### src/rtl/rf_pkg.sv
// rf_pkg: shared register-file / writeback definitions.
// Holds the architectural register address width, data width, the number of
// writeback sources and the writeback source enumeration. The enumeration is
// also used by decode and hazard logic to name the writeback sources.
package rf_pkg;

    localparam int REG_ADDR_W = 5;
    localparam int XLEN       = 32;
    localparam int N_WB_SRC   = 3;

    // Writeback source index; the value is also the base priority (0 = highest).
    typedef enum logic [1:0] {
        WB_LSU = 2'd0,
        WB_CSR = 2'd1,
        WB_ALU = 2'd2
    } wb_src_e;

    // Width of a counter that must hold the values 0..max_val.
    function automatic int cnt_width(input int max_val);
        return $clog2(max_val + 1);
    endfunction

endpackage

### src/rtl/wb_age_prio_sel.sv
// wb_age_prio_sel: combinational one-hot grant selection for the writeback port.
// A valid requester whose wait counter has reached MAX_WAIT is promoted above
// all non-promoted requesters; among equals the lowest index wins.
//
// Ports:
//   valid    [N_REQ]          requester valid bits
//   wait_cnt [N_REQ][WAIT_W]  consecutive stalled cycles per requester
//   grant    [N_REQ]          one-hot (or zero) grant, subset of valid
module wb_age_prio_sel
    import rf_pkg::*;
#(
    parameter int N_REQ    = N_WB_SRC,
    parameter int MAX_WAIT = 4,
    parameter int WAIT_W   = cnt_width(MAX_WAIT)
) (
    input  logic [N_REQ-1:0]             valid,
    input  logic [N_REQ-1:0][WAIT_W-1:0] wait_cnt,
    output logic [N_REQ-1:0]             grant
);

    logic [N_REQ-1:0] aged;
    logic [N_REQ-1:0] cand;

    always_comb begin
        aged = '0;
        for (int i = 0; i < N_REQ; i++) begin
            aged[i] = valid[i] && (wait_cnt[i] == WAIT_W'(MAX_WAIT));
        end
    end

    // Promoted requesters form the candidate set whenever any exist; the
    // lowest set bit of the candidate set is then isolated with x & -x.
    always_comb begin
        cand  = (|aged) ? aged : valid;
        grant = cand & (~cand + N_REQ'(1));
    end

endmodule

### src/rtl/rf_wb_arbiter.sv
// rf_wb_arbiter: arbitrates the single register-file write port between the
// writeback sources (0 = LSU load return, 1 = CSR read, 2 = ALU result).
// Fixed priority with aging-based promotion; one registered write stage drives
// the register file.
//
// Ports:
//   clk           clock, all state updates on the rising edge
//   rst_n         synchronous active-low reset
//   hold          suppresses all grants (trap/flush window)
//   req_valid     per-requester write request
//   req_rd        per-requester destination, slice i = [5i+4:5i]
//   req_wdata     per-requester data, slice i = [32i+31:32i]
//   req_ready     one-hot grant; accept = req_valid & req_ready
//   rf_en         register-file write enable (one cycle after accept)
//   rf_rd         register-file destination
//   rf_wdata      register-file write data
//   conflict_cnt  saturating count of non-hold cycles with >= 2 requesters
module rf_wb_arbiter
    import rf_pkg::*;
#(
    parameter int N_REQ    = N_WB_SRC,
    parameter int MAX_WAIT = 4,
    parameter int CNT_W    = 16
) (
    input  logic                        clk,
    input  logic                        rst_n,
    input  logic                        hold,
    input  logic [N_REQ-1:0]            req_valid,
    input  logic [N_REQ*REG_ADDR_W-1:0] req_rd,
    input  logic [N_REQ*XLEN-1:0]       req_wdata,
    output logic [N_REQ-1:0]            req_ready,
    output logic                        rf_en,
    output logic [REG_ADDR_W-1:0]       rf_rd,
    output logic [XLEN-1:0]             rf_wdata,
    output logic [CNT_W-1:0]            conflict_cnt
);

    localparam int WAIT_W = cnt_width(MAX_WAIT);

    logic [N_REQ-1:0][WAIT_W-1:0] wait_cnt;
    logic [N_REQ-1:0]             grant;
    logic [N_REQ-1:0]             accept;
    logic                         accept_any;
    logic [REG_ADDR_W-1:0]        sel_rd;
    logic [XLEN-1:0]              sel_wdata;
    logic                         conflict;

    function automatic logic [WAIT_W-1:0] sat_inc_wait(input logic [WAIT_W-1:0] v);
        return (v == WAIT_W'(MAX_WAIT)) ? v : v + WAIT_W'(1);
    endfunction

    function automatic logic [CNT_W-1:0] sat_inc_cnt(input logic [CNT_W-1:0] v);
        return (&v) ? v : v + CNT_W'(1);
    endfunction

    wb_age_prio_sel #(
        .N_REQ    (N_REQ),
        .MAX_WAIT (MAX_WAIT),
        .WAIT_W   (WAIT_W)
    ) u_sel (
        .valid    (req_valid),
        .wait_cnt (wait_cnt),
        .grant    (grant)
    );

    // Grants are masked during reset so nothing is consumed in a reset cycle.
    assign req_ready  = (rst_n && !hold) ? grant : '0;
    assign accept     = req_valid & req_ready;
    assign accept_any = |accept;
    assign conflict   = ($countones(req_valid) >= 2) && !hold;

    // Accept is one-hot, so OR-ing the masked slices selects the winner.
    always_comb begin
        sel_rd    = '0;
        sel_wdata = '0;
        for (int i = 0; i < N_REQ; i++) begin
            if (accept[i]) begin
                sel_rd    = sel_rd    | req_rd[i*REG_ADDR_W +: REG_ADDR_W];
                sel_wdata = sel_wdata | req_wdata[i*XLEN +: XLEN];
            end
        end
    end

    // Wait counters run through hold windows so held requesters get promoted.
    always_ff @(posedge clk) begin
        if (!rst_n) begin
            wait_cnt <= '0;
        end else begin
            for (int i = 0; i < N_REQ; i++) begin
                if (!req_valid[i] || accept[i]) begin
                    wait_cnt[i] <= '0;
                end else begin
                    wait_cnt[i] <= sat_inc_wait(wait_cnt[i]);
                end
            end
        end
    end

    // ---- accept -> register-file write stage ----
    // Writes to x0 are consumed but never enable the register file.
    always_ff @(posedge clk) begin
        if (!rst_n) begin
            rf_en    <= 1'b0;
            rf_rd    <= '0;
            rf_wdata <= '0;
        end else begin
            rf_en <= accept_any && (sel_rd != '0);
            if (accept_any) begin
                rf_rd    <= sel_rd;
                rf_wdata <= sel_wdata;
            end
        end
    end

    always_ff @(posedge clk) begin
        if (!rst_n) begin
            conflict_cnt <= '0;
        end else if (conflict) begin
            conflict_cnt <= sat_inc_cnt(conflict_cnt);
        end
    end

endmodule

### config.mk
export PLATFORM = sky130hd
export DESIGN_NAME = rf_wb_arbiter
export DESIGN_NICKNAME = d
export VERILOG_FILES = /design/src/rtl/rf_pkg.sv /design/src/rtl/wb_age_prio_sel.sv /design/src/rtl/rf_wb_arbiter.sv
export SDC_FILE = /design/constraint.sdc
export NUM_CORES = 1
export LEC_CHECK = 0
export ABC_AREA = 1
export CORE_MARGIN = 2
export CORE_UTILIZATION = 44
export CTS_BUF_LIST = sky130_fd_sc_hd__clkbuf_4 sky130_fd_sc_hd__clkbuf_8 sky130_fd_sc_hd__clkbuf_16
export DETAILED_ROUTE_END_ITERATION = 8
export GPL_TIMING_DRIVEN = 0
export PLACE_DENSITY = 0.87
export REMOVE_ABC_BUFFERS = 1
export SLEW_MARGIN = 20
export SYNTH_ARGS = -nofsm -noshare
export SYNTH_HDL_FRONTEND = slang
export SYNTH_SLANG_ARGS = --single-unit
### constraint.sdc
create_clock -name clk -period 3.3 [get_ports clk]
set_clock_uncertainty 0.1 [all_clocks]
set_input_delay 0.66 -clock clk [delete_from_list [all_inputs] [get_ports clk]]
set_output_delay 0.66 -clock clk [all_outputs]
set_load 0.02 [all_outputs]
# Word level (Yosys, flattened, before mapping)
# Cells that the tools add are included.
[totals] regBits=63 inputBits=117 output_inout_bits=57 wordCells=56
[classes] add_sub_neg=7 magnitude_cmp=1 n_eq_ne=3 mux=8 bitwise_logic=9 reduce_logical=21
[op_table] operator="32-bit 2-to-1 mux" count=3
[op_table] operator="32-bit OR" count=2
[op_table] operator="16-bit by 1-bit adder with 16-bit output, second input constant" count=1
[op_table] operator="16-bit AND reduction" count=1
[op_table] operator="5-bit 2-to-1 mux" count=3
[op_table] operator="3-bit by 1-bit adder with 3-bit output, second input constant" count=4
[op_table] operator="5-bit OR" count=2
[op_table] operator="3-bit == test, second input constant" count=3
[op_table] operator="3-bit bitwise AND" count=2
[op_table] operator="1-bit logical AND" count=6
[op_table] operator="3-bit 2-to-1 mux" count=2
[op_table] operator="2-bit OR reduction" count=3
[op_table] operator="3-bit OR reduction" count=2
[op_table] operator="5-bit nonzero test" count=1
[op_table] operator="1-bit zero test" count=4
[op_table] operator="2-bit by 1-bit adder with 3-bit output" count=1
[op_table] operator="3-bit by 2-bit >= comparator with 1-bit output, second input constant" count=1
[op_table] operator="1-bit logical OR" count=3
[op_table] operator="3-bit inverter" count=1
[op_table] operator="1-bit by 1-bit adder with 2-bit output" count=1
[op_table] operator="1-bit inverter" count=2
[op_table] operator="2-bit AND reduction" count=1

# Longest topological paths before layout
[depth] word_depth=16 ltp_mapped=13 mapped_depth_nobuf=12

# Cells and area by module
# From an unflattened synthesis, not the netlist that was laid out.
[unflattened] cells_unflattened=528 area_unflattened_um2=3459.6
[modules_own_cells] mod="rf_wb_arbiter" n_inst=1 cells_per_inst=503 area_each_um2=3338.2
[modules_own_cells] mod="wb_age_prio_sel" n_inst=1 cells_per_inst=25 area_each_um2=121.4

# Worst setup path before layout
# OpenSTA, ideal clock, no wires.
[synth_timing] kind="input to output" from="input port req_valid[2]" to="output port req_ready[2]" t_arrival_ns=1.587 required_time_ns=2.540 setup_slack_ns=0.953 path_stages=8 path_buffers=2 cell_sequence="nand3_1 -> nand2_1 -> nand2_1 -> a21oi_1 -> buf_4 -> buf_4 -> nand2_1 -> inv_1"
[synth_between] elab_chain_cells=7
[synth_rtl] item="start, declared" line="rf_wb_arbiter.sv:28" text="input logic [N_REQ-1:0] req_valid,"
[synth_rtl] item="1-bit logical AND" line="wb_age_prio_sel.sv:27" text="aged[i] = valid[i] && (wait_cnt[i] == WAIT_W'(MAX_WAIT));"
[synth_rtl] item="3-bit OR reduction" line="wb_age_prio_sel.sv:34" text="cand = (|aged) ? aged : valid;"
[synth_rtl] item="3-bit 2-to-1 mux *" line="wb_age_prio_sel.sv:34"
[synth_rtl] item="3-bit inverter" line="wb_age_prio_sel.sv:35" text="grant = cand & (~cand + N_REQ'(1));"
[synth_rtl] item="3-bit by 1-bit adder with 3-bit output" line="wb_age_prio_sel.sv:35"
[synth_rtl] item="3-bit bitwise AND *" line="wb_age_prio_sel.sv:35"
[synth_rtl] item="3-bit 2-to-1 mux *" line="rf_wb_arbiter.sv:67" text="assign req_ready = (rst_n && !hold) ? grant : '0;"
[synth_rtl] item="end, declared" line="rf_wb_arbiter.sv:31" text="output logic [N_REQ-1:0] req_ready,"
# Every way passes the cells marked *; elsewhere a longest branch is shown, timed or not.

# Final worst setup path
# Same ends and word-level chain as after synthesis.

==> flow_summary.toml <==
[floorplanning]
dieArea_um2 = 8605
die_h_um = 92.77
core.rowCount = 32
initial_utilization_pct = 45.10
io_pins = 174
core_area_um2 = 7687
die_w_um = 92.77

[finish]
fin_util_pct = 72.43
area_growth_syn_to_layout_pct = 60.59
final_cell_mix = "clkdlybuf4s50_1 (167), nand2_1 (114), nor2_1 (98)"
drive_above_1_share_pct = 5.579
fillers = 612
num_antenna_cells = 0
final_common_cell = "clkdlybuf4s50_1"
nNetsFinal = 819
multi_input_area_um2 = 1982
seqCellArea_um2 = 1261

[clocking]
cts.reportedPaths.clkPinSlew_ps = 70
clk_path_buf_depth = 2
cts_tree = "built"
clock_sinks = 63
insertion_delay_ps = 340
cts_htree_levels = 3
cts-root-buf = "clkbuf_8"
ctsHoldBuffers = 0
cts_buffers = 9

[grt]
gr-total-overflow = 0
grt_antenna_before_repair = 0
grt-busiest-layer = "met2"
grtUsageMet3_pct = 4.475
grt_use_total_pct = 28.15
grt_use_met1_pct = 31.78
first_global_vias = 4194
grt_max_degree = 46
grt_pass1_wl_um = 19290
grtUsageMet2_pct = 52.54

[timing]
tightest_slew_ps = 664.6
finalHoldViolCount = 0
layout_min_cycle_time_ps = 3253
slew_violations = 0
timing.final.crit_share_pct = 98.59
slew_headroom_pct = 55.63
fmax_ghz = 0.3074
setup_viol = 0
layout_setup_ws_ps = 46.63

[logic_synthesis]
ys.warnings.count = 0
synth_seq_cells = 63
yosys.area.top_type = "dfxtp_1"
synth_area_um2 = 3467
syn_avg_cell_area_um2 = 6.579
ys_seq_area_share_pct = 36.38
synth_area_leaders = "dfxtp_1 (36%), nand3_1 (13%), nand2_1 (12%)"
synth.distinct_cells = 29
syn_inst = 527
synth_top_area_share_pct = 36.38

[power]
power_density_nw_per_um2 = 357.0
leakage_nw = 2.230
vdd_drop_max_uv = 216.5
finalPower_mw = 1.988

[min_path]
holdPathEnd = "rf_wdata[7]"
hold_depth = 2
holdCritStartpoint = "rf_wdata[7]"
hold_class = "flop to flop"

[drt]
drt_iter0_markers = 161
wl_per_cell_um = 15.19
routed_wl_um = 12170
viasPerCell = 5.361
drc = 0
ant_nets = 0
vias = 4294
dr.pass1.iters = 7

[worst_setup_path]
start_kind = "input pin"
cp_data_required_time_ps = 2540
r2r-end = "rf_wdata[27]"
arrival_ps = 2490
r2r_slack_ps = 770
r2r_cells = 9
end_kind = "output port"
critPathMaxFanout = 27
regToRegStartpoint = "wait_cnt[4]"
crit_type = "input pin to output port"

[status]
status = "completed"

[flow_run]
max_cap_viol_count = 0

[place]
dp_hpwl_um = 8835
place.gp.congestion = 0.8530
portBuffers = 173
pre_cts_ws_ps = -529.0
## timing repair
item / 4_1_cts / 5_1_grt
gates resized for setup: 5 / 0
buffers inserted: 4 / 1
pin swaps: 4 / 1
gates cloned: 1 / 0
endpoints found under the setup margin: 3 / 1
## kinds of logic (layout without fill, tap and decap cells)
logic type      count (synthesis)  after routing  synth area share (%)
simple gates                  319            320                 39.19
compound gates                 72             72                 10.97
flops                          63             63                 36.38
buf+inv                        54            225                 7.795
xor+xnor                       11             11                 2.779
fa+ha+maj                       8              8                 2.887
## power by group
part	internal (mW)	total, mW	switching [mW]
Combinational	0.235	0.438	0.203
Clock	0.420	0.733	0.313
Sequential	0.797	0.817	0.0209
## routing by layer
layer | wire (um) | vias to the layer above
li1 | - | 2063
met1 | 4532 | 1970
met2 | 6452 | 230
met3 | 914 | 31
met4 | 270 | 0
met5 | 0 | -
## worst max-delay path: stages
cell	delay [ps]
clkdlybuf4s50_1	530
nand3_1	130
nand2_1	110
nand2_1	140
a21oi_4	240
buf_16	200
nand2_1	90
inv_1	50
dlygate4sd2_1	340
## through the flow
step / setup TNS, ps / hold WS [ps] / cell area, um^2 / cells
after CTS: 0 / 409.8 / 5560 / 800
after global routing: -9.784 / 441.5 / 5568 / 801
after detailed placement: -1415 / 396.3 / 5314 / 779
final: 0 / 411.1 / 5568 / 801
after global placement: -88040 / 378.1 / 5154 / 774
after floorplan: -139.6 / 378.1 / 3294 / 499
## cell usage after synthesis
cell,n
ha_1,8
a21oi_2,1
nor4_1,1
xor2_1,7
nor2_2,1
a21oi_1,22
buf_1,1
buf_6,1
buf_2,6
xnor2_1,4
nor3_1,5
o21ai_1,3
a31oi_1,1
buf_4,14
nand4_1,2
inv_1,24
nand3_1,91
nand2_1,114
a21boi_0,1
clkbuf_1,6
dfxtp_1,63
nor2_8,1
a31oi_2,1
o211ai_1,2
nor2_1,99
nand3b_1,2
inv_2,2
o21ai_0,41
nand2_2,3
## area by class of cell
type                            instances  share of cell area [%]
Inverter                               26                   1.753
Multi-Input combinational cell        411                   35.60
Timing Repair Buffer                  183                   33.91
Clock inverter                          7                   1.573
Clock buffer                            9                   2.225
Tap cell                              102                   2.292
Sequential cell                        63                   22.65
## how the worst max path moves through the flow
stage                       startpoint           end  slack, ps
final                     req_valid[2]  req_ready[2]         50
after global placement           rst_n  req_ready[0]      -3060
after global routing      req_valid[2]  req_ready[2]        -10
after floorplan           req_valid[2]  req_ready[2]       -140
after CTS                 req_valid[2]  req_ready[2]         40
after detailed placement  req_valid[1]  req_ready[1]       -530
## flip-flops by register name, indices dropped and copies added (netlist names)
register and cells:
conflict_cnt 16, rf_en 1, rf_wdata 32, rf_rd 5
wait_cnt 9
Note: power is estimated with default switching activity, not from simulation.
